`config.mk`:
```
export PLATFORM = sky130hd
export DESIGN_NAME = ras_commit_flat
export DESIGN_NICKNAME = d
export VERILOG_FILES = /design/src/rtl/ras_commit_pkg.sv /design/src/rtl/ras_commit_if.sv /design/src/rtl/ras_commit_restore_fsm.sv /design/src/rtl/ras_commit.sv /design/src/flat_wrapper.sv
export SDC_FILE = /design/constraint.sdc
export NUM_CORES = 1
export LEC_CHECK = 0
export ABC_AREA = 1
export CAP_MARGIN = 25
export CORE_ASPECT_RATIO = 0.5
export CORE_UTILIZATION = 35
export CTS_CLUSTER_SIZE = 40
export DETAILED_ROUTE_END_ITERATION = 12
export GPL_ROUTABILITY_DRIVEN = 0
export HOLD_SLACK_MARGIN = 0.03
export SLEW_MARGIN = 20
export SYNTH_ARGS = -nofsm -noshare
export SYNTH_HDL_FRONTEND = slang
export SYNTH_SLANG_ARGS = --single-unit
```
`constraint.sdc`:
```
create_clock -name clk -period 4.2 [get_ports clk]
set_input_delay 1.05 -clock clk [delete_from_list [all_inputs] [get_ports clk]]
set_output_delay 1.05 -clock clk [all_outputs]
set_load 0.1 [all_outputs]
```
`src/rtl/ras_commit_pkg.sv`:
```
//==============================================================================
//  Module   : bpu_pkg
//  Purpose  : Shared branch-predictor types and constants for the commit-side
//             return address stack (entry type, restore bundle, restore FSM
//             state encoding, default stack depth).
//  Ports    : none (package)
//  Config   : _RAS_STACK_DEPTH sets the default stack depth (8 if undefined).
//             Set the depth through this macro so that the package widths and
//             the ras_commit parameters agree.
//  Revision : 1.0 - initial release
//==============================================================================
`default_nettype none

`ifndef _RAS_STACK_DEPTH
`define _RAS_STACK_DEPTH 8
`endif

package bpu_pkg;

  localparam int RAS_STACK_DEPTH = `_RAS_STACK_DEPTH;
  localparam int RAS_PTR_WIDTH   = $clog2(RAS_STACK_DEPTH);

  // Word address of a return target.
  typedef logic [31:2] ras_addr_t;

  // One write into the front-end RAS.
  typedef struct packed {
    logic                     valid;
    logic [RAS_PTR_WIDTH-1:0] idx;
    ras_addr_t                data;
  } ras_restore_t;

  typedef enum logic [1:0] {
    IDLE = 2'd0,
    COPY = 2'd1,
    DONE = 2'd2
  } ras_rst_state_e;

  // Return address of a call: the word after the call, wrapping at 2^30.
  function automatic ras_addr_t ras_ret_addr(input ras_addr_t pc);
    return pc + 30'd1;
  endfunction

endpackage

`default_nettype wire

```
`src/rtl/ras_commit_if.sv`:
```
//==============================================================================
//  Module   : ras_commit_if
//  Purpose  : Commit-side RAS bundle: retire-time call/return information and
//             the restore port towards the speculative front-end RAS.
//  Ports    : master - drives commit_*/flush_i, observes restore_*/busy_o
//             slave  - the commit RAS itself (consumes commit, drives restore)
//  Revision : 1.0 - initial release
//==============================================================================
`default_nettype none

interface ras_commit_if #(
  parameter int PTR_WIDTH = 3
);
  import bpu_pkg::*;

  logic                 commit_call_i;
  logic                 commit_ret_i;
  ras_addr_t            commit_pc_i;
  logic                 flush_i;

  logic                 restore_valid_o;
  logic [PTR_WIDTH-1:0] restore_idx_o;
  ras_addr_t            restore_data_o;
  logic                 restore_done_o;
  logic [PTR_WIDTH-1:0] restore_ptr_o;
  logic [PTR_WIDTH:0]   restore_cnt_o;
  logic                 busy_o;

  modport master (
    output commit_call_i, commit_ret_i, commit_pc_i, flush_i,
    input  restore_valid_o, restore_idx_o, restore_data_o,
           restore_done_o, restore_ptr_o, restore_cnt_o, busy_o
  );

  modport slave (
    input  commit_call_i, commit_ret_i, commit_pc_i, flush_i,
    output restore_valid_o, restore_idx_o, restore_data_o,
           restore_done_o, restore_ptr_o, restore_cnt_o, busy_o
  );

endinterface

`default_nettype wire

```
`src/rtl/ras_commit_restore_fsm.sv`:
```
//==============================================================================
//  Module   : ras_restore_fsm
//  Purpose  : Sequencer for replaying the committed RAS into the front end.
//             Walks idx over every physical entry, then one DONE cycle.
//             Any start while busy restarts the walk from entry 0.
//  Ports    : clk, rst      - clock, async active-high reset
//             start_i       - flush, or a commit landing while busy
//             depth_i       - number of entries to walk
//             state_o/idx_o - current state and entry index
//  Revision : 1.0 - initial release
//==============================================================================
`default_nettype none

module ras_restore_fsm
  import bpu_pkg::*;
#(
  parameter int PTR_WIDTH = 3
) (
  input  logic                 clk,
  input  logic                 rst,
  input  logic                 start_i,
  input  logic [PTR_WIDTH:0]   depth_i,
  output ras_rst_state_e       state_o,
  output logic [PTR_WIDTH-1:0] idx_o
);

  ras_rst_state_e       state_q, state_d;
  logic [PTR_WIDTH-1:0] idx_q, idx_d;
  logic                 last_entry;

  assign last_entry = ({1'b0, idx_q} == (depth_i - (PTR_WIDTH+1)'(1)));

  always_ff @(posedge clk or posedge rst) begin
    if (rst) begin
      state_q <= IDLE;
      idx_q   <= '0;
    end else begin
      state_q <= state_d;
      idx_q   <= idx_d;
    end
  end

  always_comb begin
    state_d = state_q;
    idx_d   = idx_q;
    case (state_q)
      IDLE: begin
        if (start_i) begin
          state_d = COPY;
          idx_d   = '0;
        end
      end
      COPY: begin
        if (start_i) begin
          idx_d = '0;
        end else if (last_entry) begin
          state_d = DONE;
          idx_d   = '0;
        end else begin
          idx_d = idx_q + PTR_WIDTH'(1);
        end
      end
      DONE: begin
        if (start_i) begin
          state_d = COPY;
          idx_d   = '0;
        end else begin
          state_d = IDLE;
        end
      end
      default: begin
        state_d = IDLE;
        idx_d   = '0;
      end
    endcase
  end

  assign state_o = state_q;
  assign idx_o   = idx_q;

endmodule

`default_nettype wire

```
`src/rtl/ras_commit.sv`:
```
//==============================================================================
//  Module   : ras_commit
//  Purpose  : Architectural return address stack updated by retiring
//             calls/returns. On flush it replays every physical entry plus
//             the committed ptr/cnt into the front-end RAS.
//  Ports    : clk, rst - clock, async active-high reset
//             ras      - ras_commit_if.slave (commit inputs, restore outputs)
//             perf_ovf_o/perf_udf_o - overflow/underflow event counters
//                        (only with RAS_PERF_CNT_EN defined)
//  Config   : RAS_PERF_CNT_EN - adds the 32-bit performance counters.
//  Revision : 1.0 - initial release
//==============================================================================
`default_nettype none

module ras_commit
  import bpu_pkg::*;
#(
  parameter int STACK_DEPTH = RAS_STACK_DEPTH,
  parameter int PTR_WIDTH   = $clog2(STACK_DEPTH)
) (
  input  logic        clk,
  input  logic        rst,
  ras_commit_if.slave ras
`ifdef RAS_PERF_CNT_EN
  ,
  output logic [31:0] perf_ovf_o,
  output logic [31:0] perf_udf_o
`endif
);

  localparam logic [PTR_WIDTH:0] DEPTH = (PTR_WIDTH+1)'(STACK_DEPTH);

  ras_addr_t            stk_q [STACK_DEPTH];
  logic [PTR_WIDTH-1:0] ptr_q, ptr_d;
  logic [PTR_WIDTH:0]   cnt_q, cnt_d;

  logic                 empty, full;
  logic                 do_push, do_replace, do_pop;
  logic                 wr_en;
  logic [PTR_WIDTH-1:0] wr_idx;
  ras_addr_t            wr_data;

  ras_rst_state_e       state;
  logic [PTR_WIDTH-1:0] copy_idx;
  logic                 busy;
  logic                 start;
  ras_restore_t         restore;

  assign empty = (cnt_q == '0);
  assign full  = (cnt_q == DEPTH);

  // A tail call on an empty stack has no top to replace, so it pushes.
  assign do_push    = ras.commit_call_i & (~ras.commit_ret_i | empty);
  assign do_replace = ras.commit_call_i &   ras.commit_ret_i & ~empty;
  assign do_pop     = ras.commit_ret_i  &  ~ras.commit_call_i & ~empty;

  always_comb begin
    ptr_d   = ptr_q;
    cnt_d   = cnt_q;
    wr_en   = 1'b0;
    wr_idx  = ptr_q;
    wr_data = ras_ret_addr(ras.commit_pc_i);
    if (do_push) begin
      // Depth is a power of two, so the pointer wraps naturally; when full
      // the slot at ptr holds the oldest entry and is overwritten.
      wr_en = 1'b1;
      ptr_d = ptr_q + PTR_WIDTH'(1);
      if (!full) begin
        cnt_d = cnt_q + (PTR_WIDTH+1)'(1);
      end
    end else if (do_replace) begin
      wr_en  = 1'b1;
      wr_idx = ptr_q - PTR_WIDTH'(1);
    end else if (do_pop) begin
      ptr_d = ptr_q - PTR_WIDTH'(1);
      cnt_d = cnt_q - (PTR_WIDTH+1)'(1);
    end
  end

  always_ff @(posedge clk or posedge rst) begin
    if (rst) begin
      ptr_q <= '0;
      cnt_q <= '0;
    end else begin
      ptr_q <= ptr_d;
      cnt_q <= cnt_d;
    end
  end

  // Entry storage carries no reset: contents beyond cnt are don't-care.
  always_ff @(posedge clk) begin
    if (wr_en) begin
      stk_q[wr_idx] <= wr_data;
    end
  end

  // Any commit while a restore is in flight may have changed what was
  // already sent, so the whole copy starts over with the updated state.
  assign busy  = (state != IDLE);
  assign start = ras.flush_i | (busy & (ras.commit_call_i | ras.commit_ret_i));

  ras_restore_fsm #(
    .PTR_WIDTH (PTR_WIDTH)
  ) u_fsm (
    .clk     (clk),
    .rst     (rst),
    .start_i (start),
    .depth_i (DEPTH),
    .state_o (state),
    .idx_o   (copy_idx)
  );

  // The copy reads the live array, so writes are seen one cycle later.
  always_comb begin
    restore = '0;
    if (state == COPY) begin
      restore.valid = 1'b1;
      restore.idx   = RAS_PTR_WIDTH'(copy_idx);
      restore.data  = stk_q[copy_idx];
    end
  end

  assign ras.restore_valid_o = restore.valid;
  assign ras.restore_idx_o   = PTR_WIDTH'(restore.idx);
  assign ras.restore_data_o  = restore.data;
  assign ras.restore_done_o  = (state == DONE);
  assign ras.restore_ptr_o   = (state == DONE) ? ptr_q : '0;
  assign ras.restore_cnt_o   = (state == DONE) ? cnt_q : '0;
  assign ras.busy_o          = busy;

`ifdef RAS_PERF_CNT_EN
  logic [31:0] perf_ovf_q, perf_ovf_d;
  logic [31:0] perf_udf_q, perf_udf_d;

  // Overflow: a push that evicts the oldest entry. Underflow: a plain
  // return with nothing on the stack.
  always_comb begin
    perf_ovf_d = perf_ovf_q;
    perf_udf_d = perf_udf_q;
    if (do_push && full) begin
      perf_ovf_d = perf_ovf_q + 32'd1;
    end
    if (ras.commit_ret_i && !ras.commit_call_i && empty) begin
      perf_udf_d = perf_udf_q + 32'd1;
    end
  end

  always_ff @(posedge clk or posedge rst) begin
    if (rst) begin
      perf_ovf_q <= '0;
      perf_udf_q <= '0;
    end else begin
      perf_ovf_q <= perf_ovf_d;
      perf_udf_q <= perf_udf_d;
    end
  end

  assign perf_ovf_o = perf_ovf_q;
  assign perf_udf_o = perf_udf_q;
`endif

endmodule

`default_nettype wire

```
`src/flat_wrapper.sv`:
```
// flat-port wrapper written by rule: the top's interface ports become plain ports
module ras_commit_flat import bpu_pkg::*;
#(
  parameter int STACK_DEPTH = RAS_STACK_DEPTH,
  parameter int PTR_WIDTH   = $clog2(STACK_DEPTH)
)
  (clk, rst, ras_commit_call_i, ras_commit_ret_i, ras_commit_pc_i, ras_flush_i, ras_restore_valid_o, ras_restore_idx_o, ras_restore_data_o, ras_restore_done_o, ras_restore_ptr_o, ras_restore_cnt_o, ras_busy_o);
  ras_commit_if #(.PTR_WIDTH(PTR_WIDTH)) ras_i ();
  input  logic clk;
  input  logic rst;
  input wire logic [$bits(ras_i.commit_call_i)-1:0] ras_commit_call_i;
  input wire logic [$bits(ras_i.commit_ret_i)-1:0] ras_commit_ret_i;
  input wire logic [$bits(ras_i.commit_pc_i)-1:0] ras_commit_pc_i;
  input wire logic [$bits(ras_i.flush_i)-1:0] ras_flush_i;
  output wire logic [$bits(ras_i.restore_valid_o)-1:0] ras_restore_valid_o;
  output wire logic [$bits(ras_i.restore_idx_o)-1:0] ras_restore_idx_o;
  output wire logic [$bits(ras_i.restore_data_o)-1:0] ras_restore_data_o;
  output wire logic [$bits(ras_i.restore_done_o)-1:0] ras_restore_done_o;
  output wire logic [$bits(ras_i.restore_ptr_o)-1:0] ras_restore_ptr_o;
  output wire logic [$bits(ras_i.restore_cnt_o)-1:0] ras_restore_cnt_o;
  output wire logic [$bits(ras_i.busy_o)-1:0] ras_busy_o;
  assign ras_i.commit_call_i = ras_commit_call_i;
  assign ras_i.commit_ret_i = ras_commit_ret_i;
  assign ras_i.commit_pc_i = ras_commit_pc_i;
  assign ras_i.flush_i = ras_flush_i;
  assign ras_restore_valid_o = ras_i.restore_valid_o;
  assign ras_restore_idx_o = ras_i.restore_idx_o;
  assign ras_restore_data_o = ras_i.restore_data_o;
  assign ras_restore_done_o = ras_i.restore_done_o;
  assign ras_restore_ptr_o = ras_i.restore_ptr_o;
  assign ras_restore_cnt_o = ras_i.restore_cnt_o;
  assign ras_busy_o = ras_i.busy_o;
  ras_commit #(.STACK_DEPTH(STACK_DEPTH), .PTR_WIDTH(PTR_WIDTH)) u_core (.clk(clk), .rst(rst), .ras(ras_i));
endmodule
```
[After elaboration in Yosys (flattened, before gate mapping)]
Memory sizes are Yosys's and may differ from the RTL's.
Cells that the tools add are included.
Word-level totals
  bits in registers: 12
  memory bits (writable): 240
  input bits: 35
  memories kept: 1
Memories
  u_core.stk_q: depth 8, width 30, read ports 1, clocked after Yosys merged registers in 0, write ports 1, RTL line ras_commit.sv:33  | ras_addr_t stk_q [STACK_DEPTH];
Operators by class
  add/sub/neg operators: 6
  equal/unequal tests: 10
  muxes and demuxes: 25
  bitwise operators: 12
  reduce and logical (&&, ||, !) cells: 8
Operators by type and width (number)
  34-bit two-way mux: 1
  30-bit by 1-bit adder with 30-bit output, second input constant: 1
  3-bit two-way mux: 9
  4-bit two-way mux: 5
  3-bit by 1-bit adder with 3-bit output, second input constant: 2
  1-bit bitwise AND: 6
  2-bit two-way mux: 3
  2-bit by 1-bit != test with 1-bit output, second input constant: 3
  2-bit != test, second input constant: 3
  2-bit one-hot mux with 3 select lines: 1
  3-bit one-hot mux with 2 select lines: 1
  3-bit AND reduction: 2
  1-bit two-way mux: 5
  4-bit by 1-bit adder with 4-bit output, second input constant: 1
  4-bit equality test, second input constant: 1
  4-bit zero test: 1
  2-bit nonzero test: 2
  4-bit by 1-bit subtractor with 4-bit output, second input constant: 1
  3-bit equality test, second input constant: 1
  1-bit inverter: 3
  1-bit bitwise OR: 3
  3-bit by 1-bit subtractor with 3-bit output, second input constant: 1
  2-bit by 1-bit equality test with 1-bit output, second input constant: 1
  2-bit equality test, second input constant: 1
  3 further kinds: 3

[Logic depth before layout (Yosys ltp)]
  depth in word-level cells: 7
  depth in mapped cells: 15
  mapped depth without buffers: 15

[By module]
Synthesis repeated with hierarchy kept, for this count alone.
Second synthesis, totals
  cells, all modules: 1009
  area, all modules: 11084.4 um2
By module, submodules not included
  ras_commit: instances 1, cells each 956, area each 10724.0 um2, sequential area each 7382.1 um2
  ras_restore_fsm: instances 1, cells each 53, area each 360.3 um2, sequential area each 125.1 um2

[Worst setup path after synthesis]
No wires, ideal clock.
  path kind: register to output
  from: reg u_core.u_fsm.state_q[1], in the netlist u_core.u_fsm.state_o[1]
  to: out ras_restore_cnt_o[0]
  data arrival time: 3.410 ns
  data required time: 3.150 ns
  slack: -0.260 ns
  stages on the path, launching flop included: 5
  cells stage by stage: dfrtp_1 inv_1 nor2_1 inv_1 nor2_1
On the way
  longest elaborated chain between the ends: 2
Ends and longest elaborated chain
  start, declared: RTL line ras_commit_restore_fsm.sv:27  | ras_rst_state_e state_q, state_d;
  start signal, assigned: RTL line ras_commit_restore_fsm.sv:38  | state_q <= state_d;
  2-bit equality test
  via ras_restore_done_o: RTL line flat_wrapper.sv:18  | output wire logic [$bits(ras_i.restore_done_o)-1:0] ras_restore_done_o;
  4-bit two-way mux: RTL line ras_commit.sv:128  | assign ras.restore_cnt_o = (state == DONE) ? cnt_q : '0;
  end, declared: RTL line flat_wrapper.sv:20  | output wire logic [$bits(ras_i.restore_cnt_o)-1:0] ras_restore_cnt_o;
The timed path passes the listed nets, and every way through them passes these cells.

[Final worst setup path]
  from: reg u_core.u_fsm.idx_q[0], in the netlist u_core.u_fsm.idx_o[0]
  to: out ras_restore_data_o[17]
On the way
  longest elaborated chain between the ends: 2
Ends and longest elaborated chain
  start, declared: RTL line ras_commit_restore_fsm.sv:28  | logic [PTR_WIDTH-1:0] idx_q, idx_d;
  start signal, assigned: RTL line ras_commit_restore_fsm.sv:39  | idx_q <= idx_d;
  memory read 8 x 30 bit
  34-bit two-way mux: RTL line ras_commit.sv:116  | if (state == COPY) begin
  end, declared: RTL line flat_wrapper.sv:17  | output wire logic [$bits(ras_i.restore_data_o)-1:0] ras_restore_data_o;
Every way passes these cells.

==> flow_summary.yaml <==
setup_path:
  crit_required_ns: 3.15
  r2r_slack_ns: 1.77
  critPathKind: "reg2out"
  critPathLaunchType: "flip-flop"
  cp-end-kind: "output port"
  crit_path_max_fanout: 38
  worstPathArrival_ns: 2.75
power:
  max-vdd-ir-drop_v: 0.000310
  p_per_area_nw_per_um2: 541
  clock_power_share: 0.294
  p_leak_nw: 4.77
  p_int_mw: 4.92
  seqPwrFrac: 0.455
  switching_power_mw: 2.31
  combPwrFrac: 0.251
  switching_share: 0.320
drt:
  drtIter0Drc: 565
  wire_per_inst_um: 18.1
  first_pass_iters: 5
  drt-vias-per-instance: 5.04
  vias: 7469
  drt_wl_total_um: 26800
  drcViolationCount: 0
  postRouteAntennaNets: 0
status:
  status: "completed"
synth:
  ys_types: 35
  syn_nets: 1007
  synth-xor-area-share: 0.0192
  synth_compound_area_frac: 0.0978
  yosys_warnings: 0
  yosysSeqAreaShare: 0.686
  ys_ff_latch: 252
  synth-simple-area-share: 0.153
  syn_avg_cell_area_um2: 11.3
  synth_area_um2: 10900
  synthAdderAreaFrac: 0.00984
  synth_top_family_by_area: "simple AND/OR/NAND/NOR gates"
  yosys-mux-area-fraction: 0
  syn_inst: 964
global_route:
  grt_pass1_vias: 7337
  grt_pass1_wl_um: 42200
  grt.met2_usage: 0.282
  grtUsageMet3: 0.0210
  grt_max_degree: 50
  antenna_found_initial: 0
  gr-usage-met1: 0.239
  gr-total-overflow: 0
  grt_busiest_layer: "met2"
  grt.total_usage: 0.170
floorplan:
  placementRows: 45
  die_w_um: 252
  io_pins: 78
  die-area_um2: 32000
  core-area_um2: 30500
  initial_core_util: 0.358
  die_y_um: 127
sta:
  finalWorstPathRequiredPeriod_ns: 3.80
  rsz0062_at_grt: "no"
  final-setup-viol-count: 0
  fmax_mhz: 263
  hold_viol: 0
  worst_pin_slew_ns: 0.967
  maxSlewHeadroom: 0.353
  skew_ns: 0.00861
  setup_slack_ns: 0.396
  drv_slew: 0
  period_share: 0.906
clock_network:
  cts_setup_buffers: 0
  ctsHtreeMaxLevel: 1
  clock-root-buffer: "clkbuf_16"
  cts_buffers: 24
  cts_tree: "yes"
  insertion_delay_ns: 0.52
  cts.clk_slew.worst_paths_ns: 0.06
  cts_max_path_buffers: 3
  cts.sinks: 252
  post_cts_resized: 0
  cts-hold-fix-buffers: 0
cells_and_area:
  final.fill_count: 2818
  register_area_um2: 7510
  layout_commonest_cell: "edfxtp_1"
  multi_input_area_um2: 3120
  drive_above_1_share: 0.123
  final_cell_mix: "edfxtp_1 (240), nor2_1 (161), nand2_1 (148)"
  final_cell_count_no_fill: 1482
  diodes: 0
  synthToLayoutAreaGrowth_pct: 22.3
  fin_nets: 1085
placed_design:
  dp.cells: 1439
  post-place-ws_ns: 0.788
  port_buffers: 77
  hpwl_um: 16600
worst_hold_path:
  hp-class: "reg2reg"
job:
  drv_cap: 0
-- critical path, stage by stage (launching register included) --
cell	delay, ns
dfrtp_4	0.68
clkinv_2	0.48
buf_12	0.33
o21ai_0	0.26
o22ai_1	0.11
nand2_1	0.07
nand2_1	0.10
buf_12	0.18
-- state kept, by name (all words and copies together), names as in the netlist --
register / cells
u_core.cnt_q: 4
u_core.ptr_q: 3
u_core.stk_q: 240
u_core.u_fsm.state_o: 2
u_core.u_fsm.idx_o: 3
-- cell families after synthesis --
kind of cell | after synthesis
flip-flops | 252
XOR/XNOR | 24
AND/OR/NAND/NOR | 394
AO/OA/AOI/OAI | 196
adder cells (fa/ha/maj) | 8
buffers and inverters | 90
-- Yosys cell counts --
| master | n | area, um2 |
|---|---|---|
| a21o_1 | 1 | 7.51 |
| a21oi_1 | 3 | 15.0 |
| a22oi_1 | 1 | 7.51 |
| and3_1 | 1 | 6.26 |
| buf_1 | 1 | 3.75 |
| buf_2 | 19 | 95.1 |
| buf_4 | 1 | 7.51 |
| clkbuf_1 | 23 | 86.3 |
| clkbuf_2 | 4 | 20.0 |
| clkinv_2 | 1 | 5.00 |
| dfrtp_1 | 12 | 300 |
| edfxtp_1 | 240 | 7210 |
| fa_1 | 1 | 20.0 |
| ha_1 | 7 | 87.6 |
| inv_1 | 38 | 143 |
| inv_2 | 3 | 11.3 |
| nand2_1 | 148 | 556 |
| nand2_2 | 3 | 18.8 |
| nand3_1 | 43 | 215 |
| nand3_2 | 3 | 30.0 |
| nand3b_1 | 5 | 37.5 |
| nand4_1 | 6 | 37.5 |
| nor2_1 | 169 | 634 |
| nor2_2 | 5 | 31.3 |
| nor3_1 | 5 | 25.0 |
| nor3_2 | 3 | 30.0 |
| nor3_4 | 3 | 48.8 |
| o211ai_1 | 1 | 7.51 |
| o21a_1 | 1 | 7.51 |
| o21ai_0 | 124 | 621 |
| o21ai_1 | 4 | 20.0 |
| o21ai_2 | 1 | 8.76 |
| o22ai_1 | 60 | 375 |
| xnor2_1 | 8 | 70.1 |
| xor2_1 | 16 | 140 |
-- final timing paths --
| path | start | end | depth (start not counted) |
|---|---|---|---|
| min in group asynchronous | rst | u_core.cnt_q[1]$_DFFE_PP0P_ | 2 |
| worst max register to register | u_core.cnt_q[1]$_DFFE_PP0P_ | u_core.stk_q[5][20]$_DFFE_PP_ | 8 |
| worst max-delay path | u_core.u_fsm.idx_o[0]$_DFFE_PP0P_ | ras_restore_data_o[17] | 7 |
| max in group asynchronous | rst | u_core.u_fsm.idx_o[0]$_DFFE_PP0P_ | 2 |
| worst min-delay path | u_core.cnt_q[3]$_DFFE_PP0P_ | u_core.cnt_q[3]$_DFFE_PP0P_ | 2 |
| worst min register to register | u_core.cnt_q[3]$_DFFE_PP0P_ | u_core.cnt_q[3]$_DFFE_PP0P_ | 2 |
-- stage by stage --
step                      hold WS [ns]   util  cell area (um2)  setup TNS, ns  power [mW]
after floorplan                  0.463      -            10900          -1.82        4.44
after global placement           0.483  0.413            12600              0        5.13
after detailed placement         0.483  0.413            12600              0        5.17
after CTS                        0.500  0.438            13400              0        7.28
after global routing             0.545  0.438            13400              0        7.52
final                            0.506  0.438            13400              0        7.23
-- metal layers --
metal,vias up,wire (um)
met4,0,503
li1,3583,-
met1,3658,12200
met3,37,1290
met5,-,0
met2,191,12800
-- cell type report --
cell class                      count  area share
Inverter                           42      0.0120
Clock inverter                     16     0.00982
Sequential cell                   252       0.561
Tap cell                          423      0.0396
Clock buffer                       27      0.0473
Multi-Input combinational cell    622       0.233
Timing Repair Buffer              100      0.0965
-- power groups by stage --
stage          sequential, mW  clock, mW  combinational [mW]
2_1_floorplan            3.32          0                1.12
3_3_place_gp             3.33          0                1.80
3_5_place_dp             3.35          0                1.83
4_1_cts                  3.29       2.15                1.83
5_1_grt                  3.33       2.24                1.95
6_report                 3.29       2.12                1.82
Note: power is estimated with default switching activity, not from simulation.
